File: src/rtl/mcu_cmd_bridge.sv
// Host-register to SPI command bridge with TX/RX byte FIFOs.
// Optional macro MCU_CMD_BRIDGE_TIMEOUT_EN: abandon a transfer after 4095 WAIT cycles.

module mcu_cmd_bridge_fifo #(
    parameter int DEPTH = 4
) (
    input  logic                       clk,
    input  logic                       rst_n,
    input  logic                       flush_i,
    input  logic                       push_i,
    input  logic                       pop_i,
    input  logic [7:0]                 wdata_i,
    output logic [7:0]                 rdata_o,
    output logic [$clog2(DEPTH):0]     count_o
);
    localparam int AW = $clog2(DEPTH);
    localparam int CW = AW + 1;

    logic [7:0]    mem_q [DEPTH];
    logic [AW-1:0] wr_ptr_q, rd_ptr_q;
    logic [CW-1:0] cnt_q;
    logic          pop_ok, push_ok;

    // A push into a full FIFO is accepted only when a pop frees a slot in the same cycle.
    assign pop_ok  = pop_i & (cnt_q != '0);
    assign push_ok = push_i & ((cnt_q != CW'(DEPTH)) | pop_ok);

    always_ff @(posedge clk or negedge rst_n) begin
        if (!rst_n) begin
            wr_ptr_q <= '0;
            rd_ptr_q <= '0;
            cnt_q    <= '0;
        end else if (flush_i) begin
            wr_ptr_q <= '0;
            rd_ptr_q <= '0;
            cnt_q    <= '0;
        end else begin
            if (push_ok) wr_ptr_q <= wr_ptr_q + 1'b1;
            if (pop_ok)  rd_ptr_q <= rd_ptr_q + 1'b1;
            cnt_q <= cnt_q + CW'(push_ok) - CW'(pop_ok);
        end
    end

    always_ff @(posedge clk) begin
        if (push_ok && !flush_i) mem_q[wr_ptr_q] <= wdata_i;
    end

    assign rdata_o = mem_q[rd_ptr_q];
    assign count_o = cnt_q;
endmodule

module mcu_cmd_bridge #(
    parameter int MAX_LEN    = 8,
    parameter int FIFO_DEPTH = 4
) (
    input  logic       SClk,
    input  logic       nReset,
    input  logic       WrStrobe,
    input  logic       RdStrobe,
    input  logic       SelCtrl,
    input  logic       SelLen,
    input  logic       SelData,
    input  logic [7:0] WriteData,
    output logic [7:0] ReadData,
    input  logic       SPIDi,
    output logic       SPIDo,
    output logic       nMCUSel,
    output logic       SPIClkRunning,
    output logic       SPIClkStretch
);
    localparam int CW = $clog2(FIFO_DEPTH) + 1;

    typedef enum logic [2:0] {
        S_IDLE, S_LOWER_CS, S_CMD, S_DATA, S_WAIT, S_RAISE_CS
    } state_t;

    state_t        state_q, state_d;
    logic [3:0]    cmd_q, cmd_d;
    logic [3:0]    len_q, len_d;
    logic [3:0]    bytes_left_q, bytes_left_d;
    logic [3:0]    remaining;
    logic [7:0]    shift_q, shift_d;
    logic [2:0]    bit_cnt_q, bit_cnt_d;
    logic          cs_n_q, cs_n_d;
    logic          err_q, err_d;

    logic          is_idle, is_read, start_ok, flush;
    logic          tx_push, tx_pop, tx_empty, tx_full, tx_drop;
    logic          rx_push, rx_pop, rx_pop_ok, rx_empty, rx_underflow, rx_full_next;
    logic [CW-1:0] tx_count, rx_count, rx_cnt_next;
    logic [7:0]    tx_head, rx_head, byte_load, status;
    logic [3:0]    len_sat;
    logic          byte_ready, timeout_hit;

    assign is_idle  = (state_q == S_IDLE);
    assign is_read  = cmd_q[0];
    assign start_ok = WrStrobe & SelCtrl & WriteData[4] & (WriteData[3:1] < 3'd6) & is_idle;
    assign flush    = WrStrobe & SelCtrl & WriteData[7] & is_idle;
    assign len_sat  = (WriteData[3:0] > 4'(MAX_LEN)) ? 4'(MAX_LEN) : WriteData[3:0];

    assign tx_push      = WrStrobe & SelData;
    assign tx_empty     = (tx_count == '0);
    assign tx_full      = (tx_count == CW'(FIFO_DEPTH));
    assign tx_drop      = tx_push & tx_full & ~tx_pop;

    assign rx_pop       = RdStrobe & SelData;
    assign rx_empty     = (rx_count == '0);
    assign rx_pop_ok    = rx_pop & ~rx_empty;
    assign rx_underflow = rx_pop & rx_empty;
    assign rx_push      = (state_q == S_DATA) & is_read & (bit_cnt_q == 3'd7);
    // Fullness after this cycle's push/pop decides whether the next read byte may start.
    assign rx_cnt_next  = rx_count + CW'(rx_push) - CW'(rx_pop_ok);
    assign rx_full_next = (rx_cnt_next == CW'(FIFO_DEPTH));

    assign byte_ready = is_read ? ~rx_full_next : ~tx_empty;
    assign byte_load  = is_read ? 8'hFF : tx_head;

    mcu_cmd_bridge_fifo #(.DEPTH(FIFO_DEPTH)) u_tx_fifo (
        .clk     (SClk),
        .rst_n   (nReset),
        .flush_i (flush),
        .push_i  (tx_push),
        .pop_i   (tx_pop),
        .wdata_i (WriteData),
        .rdata_o (tx_head),
        .count_o (tx_count)
    );

    mcu_cmd_bridge_fifo #(.DEPTH(FIFO_DEPTH)) u_rx_fifo (
        .clk     (SClk),
        .rst_n   (nReset),
        .flush_i (flush),
        .push_i  (rx_push),
        .pop_i   (rx_pop),
        .wdata_i ({shift_q[6:0], SPIDi}),
        .rdata_o (rx_head),
        .count_o (rx_count)
    );

`ifdef MCU_CMD_BRIDGE_TIMEOUT_EN
    logic [11:0] wait_cnt_q;

    always_ff @(posedge SClk or negedge nReset) begin
        if (!nReset)                wait_cnt_q <= '0;
        else if (state_q == S_WAIT) wait_cnt_q <= wait_cnt_q + 12'd1;
        else                        wait_cnt_q <= '0;
    end

    // The 4095th consecutive stalled cycle gives up on the transfer.
    assign timeout_hit = (state_q == S_WAIT) & (wait_cnt_q == 12'd4094) & ~byte_ready;
`else
    assign timeout_hit = 1'b0;
`endif

    always_comb begin
        state_d      = state_q;
        cmd_d        = cmd_q;
        shift_d      = shift_q;
        bit_cnt_d    = bit_cnt_q;
        bytes_left_d = bytes_left_q;
        cs_n_d       = cs_n_q;
        tx_pop       = 1'b0;
        remaining    = bytes_left_q;
        case (state_q)
            S_IDLE: begin
                if (start_ok) begin
                    state_d      = S_LOWER_CS;
                    cmd_d        = WriteData[3:0];
                    bytes_left_d = len_q;
                end
            end
            S_LOWER_CS: begin
                shift_d   = {4'hF, cmd_q};
                bit_cnt_d = 3'd0;
                cs_n_d    = 1'b0;
                state_d   = S_CMD;
            end
            S_CMD, S_DATA: begin
                shift_d   = {shift_q[6:0], SPIDi};
                bit_cnt_d = bit_cnt_q + 3'd1;
                if (bit_cnt_q == 3'd7) begin
                    if (state_q == S_DATA) remaining = bytes_left_q - 4'd1;
                    bytes_left_d = remaining;
                    if (remaining == 4'd0) begin
                        state_d = S_RAISE_CS;
                    end else if (byte_ready) begin
                        shift_d = byte_load;
                        tx_pop  = ~is_read;
                        state_d = S_DATA;
                    end else begin
                        state_d = S_WAIT;
                    end
                end
            end
            S_WAIT: begin
                if (byte_ready) begin
                    shift_d   = byte_load;
                    tx_pop    = ~is_read;
                    bit_cnt_d = 3'd0;
                    state_d   = S_DATA;
                end else if (timeout_hit) begin
                    state_d = S_RAISE_CS;
                end
            end
            S_RAISE_CS: begin
                cs_n_d  = 1'b1;
                shift_d = 8'hFF;
                state_d = S_IDLE;
            end
            default: state_d = S_IDLE;
        endcase
    end

    always_comb begin
        err_d = err_q;
        if (start_ok) err_d = 1'b0;
        if (tx_drop || rx_underflow || timeout_hit) err_d = 1'b1;
        len_d = len_q;
        if (WrStrobe && SelLen) len_d = len_sat;
    end

    always_ff @(posedge SClk or negedge nReset) begin
        if (!nReset) begin
            state_q      <= S_IDLE;
            cmd_q        <= 4'd0;
            len_q        <= 4'd0;
            bytes_left_q <= 4'd0;
            shift_q      <= 8'hFF;
            bit_cnt_q    <= 3'd0;
            cs_n_q       <= 1'b1;
            err_q        <= 1'b0;
        end else begin
            state_q      <= state_d;
            cmd_q        <= cmd_d;
            len_q        <= len_d;
            bytes_left_q <= bytes_left_d;
            shift_q      <= shift_d;
            bit_cnt_q    <= bit_cnt_d;
            cs_n_q       <= cs_n_d;
            err_q        <= err_d;
        end
    end

    assign status = {~is_idle, ~rx_empty, tx_full, err_q, cmd_q};

    always_comb begin
        ReadData = 8'h00;
        if (SelCtrl)      ReadData = status;
        else if (SelData) ReadData = rx_empty ? 8'hFF : rx_head;
    end

    assign SPIDo         = shift_q[7];
    assign nMCUSel       = cs_n_q;
    assign SPIClkRunning = (state_q == S_CMD) || (state_q == S_DATA);
    assign SPIClkStretch = (state_q == S_WAIT);
endmodule
File: config.mk
export PLATFORM = sky130hd
export DESIGN_NAME = mcu_cmd_bridge
export DESIGN_NICKNAME = d
export VERILOG_FILES = /design/src/rtl/mcu_cmd_bridge.sv
export SDC_FILE = /design/constraint.sdc
export NUM_CORES = 1
export LEC_CHECK = 0
export ABC_AREA = 1
export BUFFER_PORTS_ARGS = -buffer_cell sky130_fd_sc_hd__buf_4
export CORE_MARGIN = 2
export CORE_UTILIZATION = 44
export DETAILED_ROUTE_END_ITERATION = 16
export PLACE_DENSITY_LB_ADDON = 0.2
export SYNTH_ARGS = -nofsm -noshare
export SYNTH_HDL_FRONTEND = slang
export SYNTH_SLANG_ARGS = --single-unit
File: constraint.sdc
create_clock -name SClk -period 3.07 [get_ports SClk]
set_clock_uncertainty 0.05 [all_clocks]
set_input_delay 0.4605 -clock SClk [delete_from_list [all_inputs] [get_ports SClk]]
set_output_delay 0.4605 -clock SClk [all_outputs]
set_load 0.05 [all_outputs]
# == Word-level counts from Yosys, hierarchy flattened ==
# Memories as Yosys holds them, arrays and structs flattened.
# Cells that the tools add are included.
# word_totals
output_inout_bits,12
memories,2
input_bits,16
regBits,42
ram_bits,64
word_cells,142
# memory_table
memory,words,word_bits,rd,rd_ports_with_merged_regs,wr,line,rtl
u_rx_fifo.mem_q,4,8,1,0,1,19,logic [7:0] mem_q [DEPTH];
u_tx_fifo.mem_q,4,8,1,0,1,19,
# op_classes
bitwise_logic,26
n_mux,46
n_reduce_logical,27
n_eq_ne,13
add_sub_neg,12
magnitude_cmp,2
# ops
cell,count
$mux 8,8
$pmux 8 s4,1
$mux 3,8
$mux 4,6
$and 1x1->1,18
$mux 2,8
$eq 3x3->1 const B,5
$reduce_bool 2->1,7
$pmux 3 s4,1
$mux 1,10
$add 3x1->3,3
$logic_not 3->1,3
$pmux 3 s3,1
$reduce_bool 3->1,3
$sub 3x1->3,3
$add 2x1->2 const B,4
$pmux 4 s2,1
$eq 3x2->1 const B,2
$ne 3x3->1 const B,2
$not 1->1,6
$reduce_and 2->1,3
$reduce_and 3->1,2
$gt 4x4->1 const B,1
$logic_not 4->1,1
13 further kinds,19

# == Logic depth before layout (Yosys ltp) ==
# depth
word_depth,18
ltp_mapped,19
ltp_nobuf,19

# == Modules after synthesis ==
# Synthesis repeated with hierarchy kept, for this count alone.
# hier_totals
hier_cells,588
hier_area_um2,5505.3
# modules_own_cells
module,area_per_inst_um2,seq_area_each_um2,cells_each,instances
mcu_cmd_bridge_fifo,1724.2,1136.1,141,2
mcu_cmd_bridge,2057.0,711.9,306,1

# == Least setup slack after synthesis ==
# Ideal clock, no wire load.
# synth_timing
kind,register -> register
start,reg state_q[1]
end,reg u_tx_fifo.cnt_q[2] (netlist: u_tx_fifo.count_o[2])
setup_time_ns,0.120
path_buffers,0
arrival_ns,2.820
synth_period_minus_slack_ns,2.990
path_slack_ns,0.080
path_stages_with_launch,14
required_ns,2.900
cell_sequence,dfrtp_1 -> nor2_1 -> inv_1 -> nor2_1 -> inv_1 -> nand2_2 -> nand2_4 -> inv_1 -> ha_1 -> inv_1 -> ha_1 -> fa_1 -> xnor2_1 -> nor2_1
# synth_via
elab_cells_between_ends,27
cone_classes,add/sub (4); eq/ne (4); mux (9); bitwise (7); reduce/logical (3)
# synth_rtl
item,line,rtl
"start, declared",77,"state_t state_q, state_d;"
"start signal, assigned",233,state_q <= state_d;
$eq 3x3->1 *,n/a,
named net SPIClkStretch,69,output logic SPIClkStretch
$pmux 1 s2 *,164,case (state_q)
$and 1x1->1 *,25,assign pop_ok = pop_i & (cnt_q != '0);
$or 1x1->1,26,assign push_ok = push_i & ((cnt_q != CW'(DEPTH)) | pop_ok);
$and 1x1->1,26,
$add 3x1->3,40,cnt_q <= cnt_q + CW'(push_ok) - CW'(pop_ok);
$sub 3x1->3 *,40,
$mux 3 *,33,end else if (flush_i) begin
"end signal, assigned",40,
"end, declared",21,logic [CW-1:0] cnt_q;
# The timed path passes the listed nets; every way through them passes the cells marked *. The select of a mux whose other input is x is not followed.
# A chain may end at the register's enable or synchronous reset.

# == Worst setup path in the final report ==
# layout_timing
start,reg u_rx_fifo.cnt_q[1] (netlist: u_rx_fifo.count_o[1])
end,reg state_q[0]
# layout_via
elab_chain_cells,11
elab_cells_between_ends,14
cone_classes,add/sub (2); eq/ne (2); mux (5); bitwise (3); reduce/logical (2)
# layout_lines
item,line,rtl
"start, declared",21,
"start signal, assigned",40,
"parallel branches: the longest is 3 deep, another holds $add 3x1->3",n/a,
$sub 3x1->3 *,112,assign rx_cnt_next = rx_count + CW'(rx_push) - CW'(rx_pop_ok);
$eq 3x3->1 *,113,assign rx_full_next = (rx_cnt_next == CW'(FIFO_DEPTH));
$not 1->1 *,115,assign byte_ready = is_read ? ~rx_full_next : ~tx_empty;
$mux 1 *,115,
$mux 3,186,end else if (byte_ready) begin
$mux 3,184,if (remaining == 4'd0) begin
$mux 3,181,if (bit_cnt_q == 3'd7) begin
$pmux 3 s4,164,
# Every way passes the cells marked *. The select of a mux whose other input is x is not followed.

==> results_dict.tcl <==
set metrics [dict create \
    outcome "finished clean" \
    async_reset_ff_frac 0.396 \
    core_sq_um 11400 \
    slowest_delay_ns 0.44 \
    clock-sinks 106 \
    p_sw_frac 0.430 \
    cp-start-kind "register" \
    die_area_sq_um 12600 \
    drv_cap 0 \
    dr.pass1.iters 5 \
    post-route-period-util 0.938 \
    ys.flop_type "edfxtp_1" \
    preCtsSetupSlack_ns 0.113 \
    synth.top_cell.area_share 0.373 \
    cp_slowest_cell "fa_1" \
    placed_cells 714 \
    post-dp-hpwl_mm 8.26 \
    syn_inst 539 \
    drt_wl_total_mm 11.6 \
    stdcell_count 732 \
    ctsHoldBuffers 0 \
    ys_ff_latch 106 \
    hold_viol_final 0 \
    synth_edf_count 64 \
    synth_xor_area_frac 0.00170 \
    synth_fp_nets 577 \
    cts_tree "yes" \
    vias_per_cell 5.27 \
    path_cells "inv_1, nand2_1, nor2_2, nor2_1, ha_1, inv_1, ha_1, fa_1, nor2_1, nand3_2, a21oi_2, nand2_2, nand2_2, nor2_1, o21ai_0, o21ai_1" \
    p_seq_frac 0.363 \
    slew_viol_final 0 \
    overflow 0 \
    syn2layout_area_growth_pct 15.3 \
    netlist_top_cells_area "edfxtp_1 37%, dfrtp_1 16%, nand2_1 7.9%" \
    first_global_vias 3819 \
    power.share.clock 0.194 \
    grt_use_total 0.195 \
    fin_util 0.520 \
    grtUsageMet3 0.0275 \
    netSwitchingPower_uw 2470 \
    fillers 1049 \
    post_drt_wl_per_cell_um 15.9 \
    grt_busiest_layer "met2" \
    drive_above_1_share 0.154 \
    syn_area_sq_um 5150 \
    multi_input_area_sq_um 1860 \
    final_antenna_net_count 0 \
    max-vdd-ir-drop_uv 560 \
    critical_path_arrival_ns 3.06 \
    synth_area_leader_cell "edfxtp_1" \
    htreeDepth 3 \
    nNetsFinal 622 \
    io_buffers 27 \
    required_ns 3.25 \
    cts_buffer_depth 2 \
    synth-compound-area-share 0.130 \
    initialDrtViolationCount 223 \
    fmaxAchievable_ghz 0.347 \
    vias 3854 \
    period_needed_ns 2.88 \
    ys.warnings.count 0 \
    setup_slack_ns 0.191 \
    finalSetupViolations 0 \
    cp_max_fo 7 \
    yosys.area_share.adder 0.0578 \
    relSlewSlack 0.633 \
    die_y_um 112 \
    leakage_uw 0.00262 \
    start_util 0.451 \
    ctsRootBufferMaster "clkbuf_16" \
    fin_setup_tns_ns 0 \
    avgSynthCellArea_sq_um 9.56 \
    hold_path_class "in2async" \
    clkLatencyLatePin_ns 0.35 \
    pin_count 28 \
    clk_pin_slew_ns 0.07 \
    place.gp.congestion 0.910 \
    critical_path_class "reg2reg" \
    crit_top_cell "nor2_1" \
    synth_mux_area_frac 0 \
    synthSimpleGateAreaFrac 0.167 \
    antenna_cells 0 \
    p_total_uw 5750 \
    post-synth-top-count-cell "nand2_1" \
    p_per_area_nw_per_um2 968 \
    gr-usage-met1 0.260 \
    synth_seq_area_share 0.579 \
    power_frac_comb 0.443 \
    synth_top_family_by_area "simple AND/OR/NAND/NOR gates" \
    grt_pass1_wl_mm 19.0 \
    die_w_um 112 \
    synth.top_cells.by_count "109 x nand2_1, 72 x inv_1, 64 x edfxtp_1" \
    power.internal_uw 3280 \
    drc 0 \
    seq_area_sq_um 2980 \
    num_rows 39 \
    numCtsBuffers 9 \
    antenna_found_initial 0 \
    endpoint_kind "register" \
    worst_pin_slew_ns 0.546 \
    grtUsageMet2 0.321 \
    grt_start_max_net_pins 43 \
    synth_cell_types 34 \
]
[worst max-delay path: cells and delay by family (launching register included)]
kind | cells | cell delay, ns
and+or+nand+nor | 8 | 0.85
adders and majority gates | 3 | 0.92
buffers and inverters | 2 | 0.13
DFF | 1 | 0.39
AOI/OAI and AO/OA | 3 | 0.44
[path summary, 6_finish.rpt]
path / from / cells past startpoint / slack (ns) / end
min in group SClk: WriteData[5] / 1 / 0.26 / u_tx_fifo.mem_q[3][5]
worst max register to register: u_rx_fifo.count_o[1] / 16 / 0.19 / state_q[0]
max in group asynchronous: nReset / 1 / 2.54 / shift_q[3]
worst min register to register: bit_cnt_q[2] / 2 / 0.44 / bit_cnt_q[2]
worst min-delay path: nReset / 1 / 0.05 / bytes_left_q[1]
worst max-delay path: u_rx_fifo.count_o[1] / 16 / 0.19 / state_q[0]
[flip-flops by register name (all words and copies together), names as in the netlist, 3 cells and up]
signal	count
len_q	4
u_rx_fifo.mem_q	32
u_rx_fifo.count_o	3
cmd_q	4
state_q	3
shift_q	8
bytes_left_q	4
u_tx_fifo.mem_q	32
bit_cnt_q	3
u_tx_fifo.count_o	3
[power by group through the flow]
stage               logic, uW  registers (uW)  clock network, uW
finish                   2550            2090               1110
global route             2870            2130               1190
CTS                      2510            2080               1140
detailed placement       2490            2110                  0
global placement         2450            2100                  0
floorplan                1790            2080                  0
[metrics by stage]
step | hold WS (ns) | instance area [sq um]
2_1_floorplan | 0.115 | 5150
3_3_place_gp | 0.411 | 5610
3_5_place_dp | 0.419 | 5610
4_1_cts | 0.0744 | 5900
5_1_grt | 0.0996 | 5940
6_report | 0.0510 | 5940
[cells in the final DEF (no fill, tap or decap)]
cell,count
nand2_1,108
inv_1,72
edfxtp_1,64
nor2_1,62
o21ai_0,52
buf_4,46
a21oi_1,36
dfrtp_1,33
ha_1,19
o221ai_1,9
clkbuf_16,9
dfstp_2,9
a22oi_1,7
nand3_1,7
nand4_1,6
nand2_2,6
nand3_2,4
o21ai_1,4
nand2_4,3
clkinv_1,3
o211ai_1,3
fa_1,3
inv_8,3
nor2_2,2
inv_2,2
nor3_2,2
nor3_1,2
nand3b_1,2
o21a_1,2
clkinv_4,2
xnor2_1,1
a21oi_2,1
o21ai_2,1
o21bai_1,1
a22o_1,1
o22ai_1,1
clkinvlp_4,1
[timing repair]
item	in CTS	in global routing
setup endpoints to repair	0	8
hold endpoints to repair	0	0
gates resized for setup	0	5
buffers inserted	0	2
[metal layers]
metal / up-vias / wire (um)
li1: 1895 / -
met1: 1853 / 5310
met2: 91 / 5650
met3: 15 / 461
met4: 0 / 225
met5: - / 0
[area by class of cell]
type | count | share of cell area
well taps | 143 | 0.0301
multi-input cells | 345 | 0.313
repair buffers | 46 | 0.0582
clock buffers | 9 | 0.0379
clock inverters | 7 | 0.0105
flip-flops and latches | 106 | 0.503
inverters | 76 | 0.0481
[cells by family after synthesis]
family                     count (synthesis)
xor gates and xnor gates                   1
buffers and inverters                     88
DFF                                      106
and+or+nand+nor                          204
adders and majority gates                 22
AOI/OAI and AO/OA                        118
No activity file was read; power rests on OpenSTA's default activity.
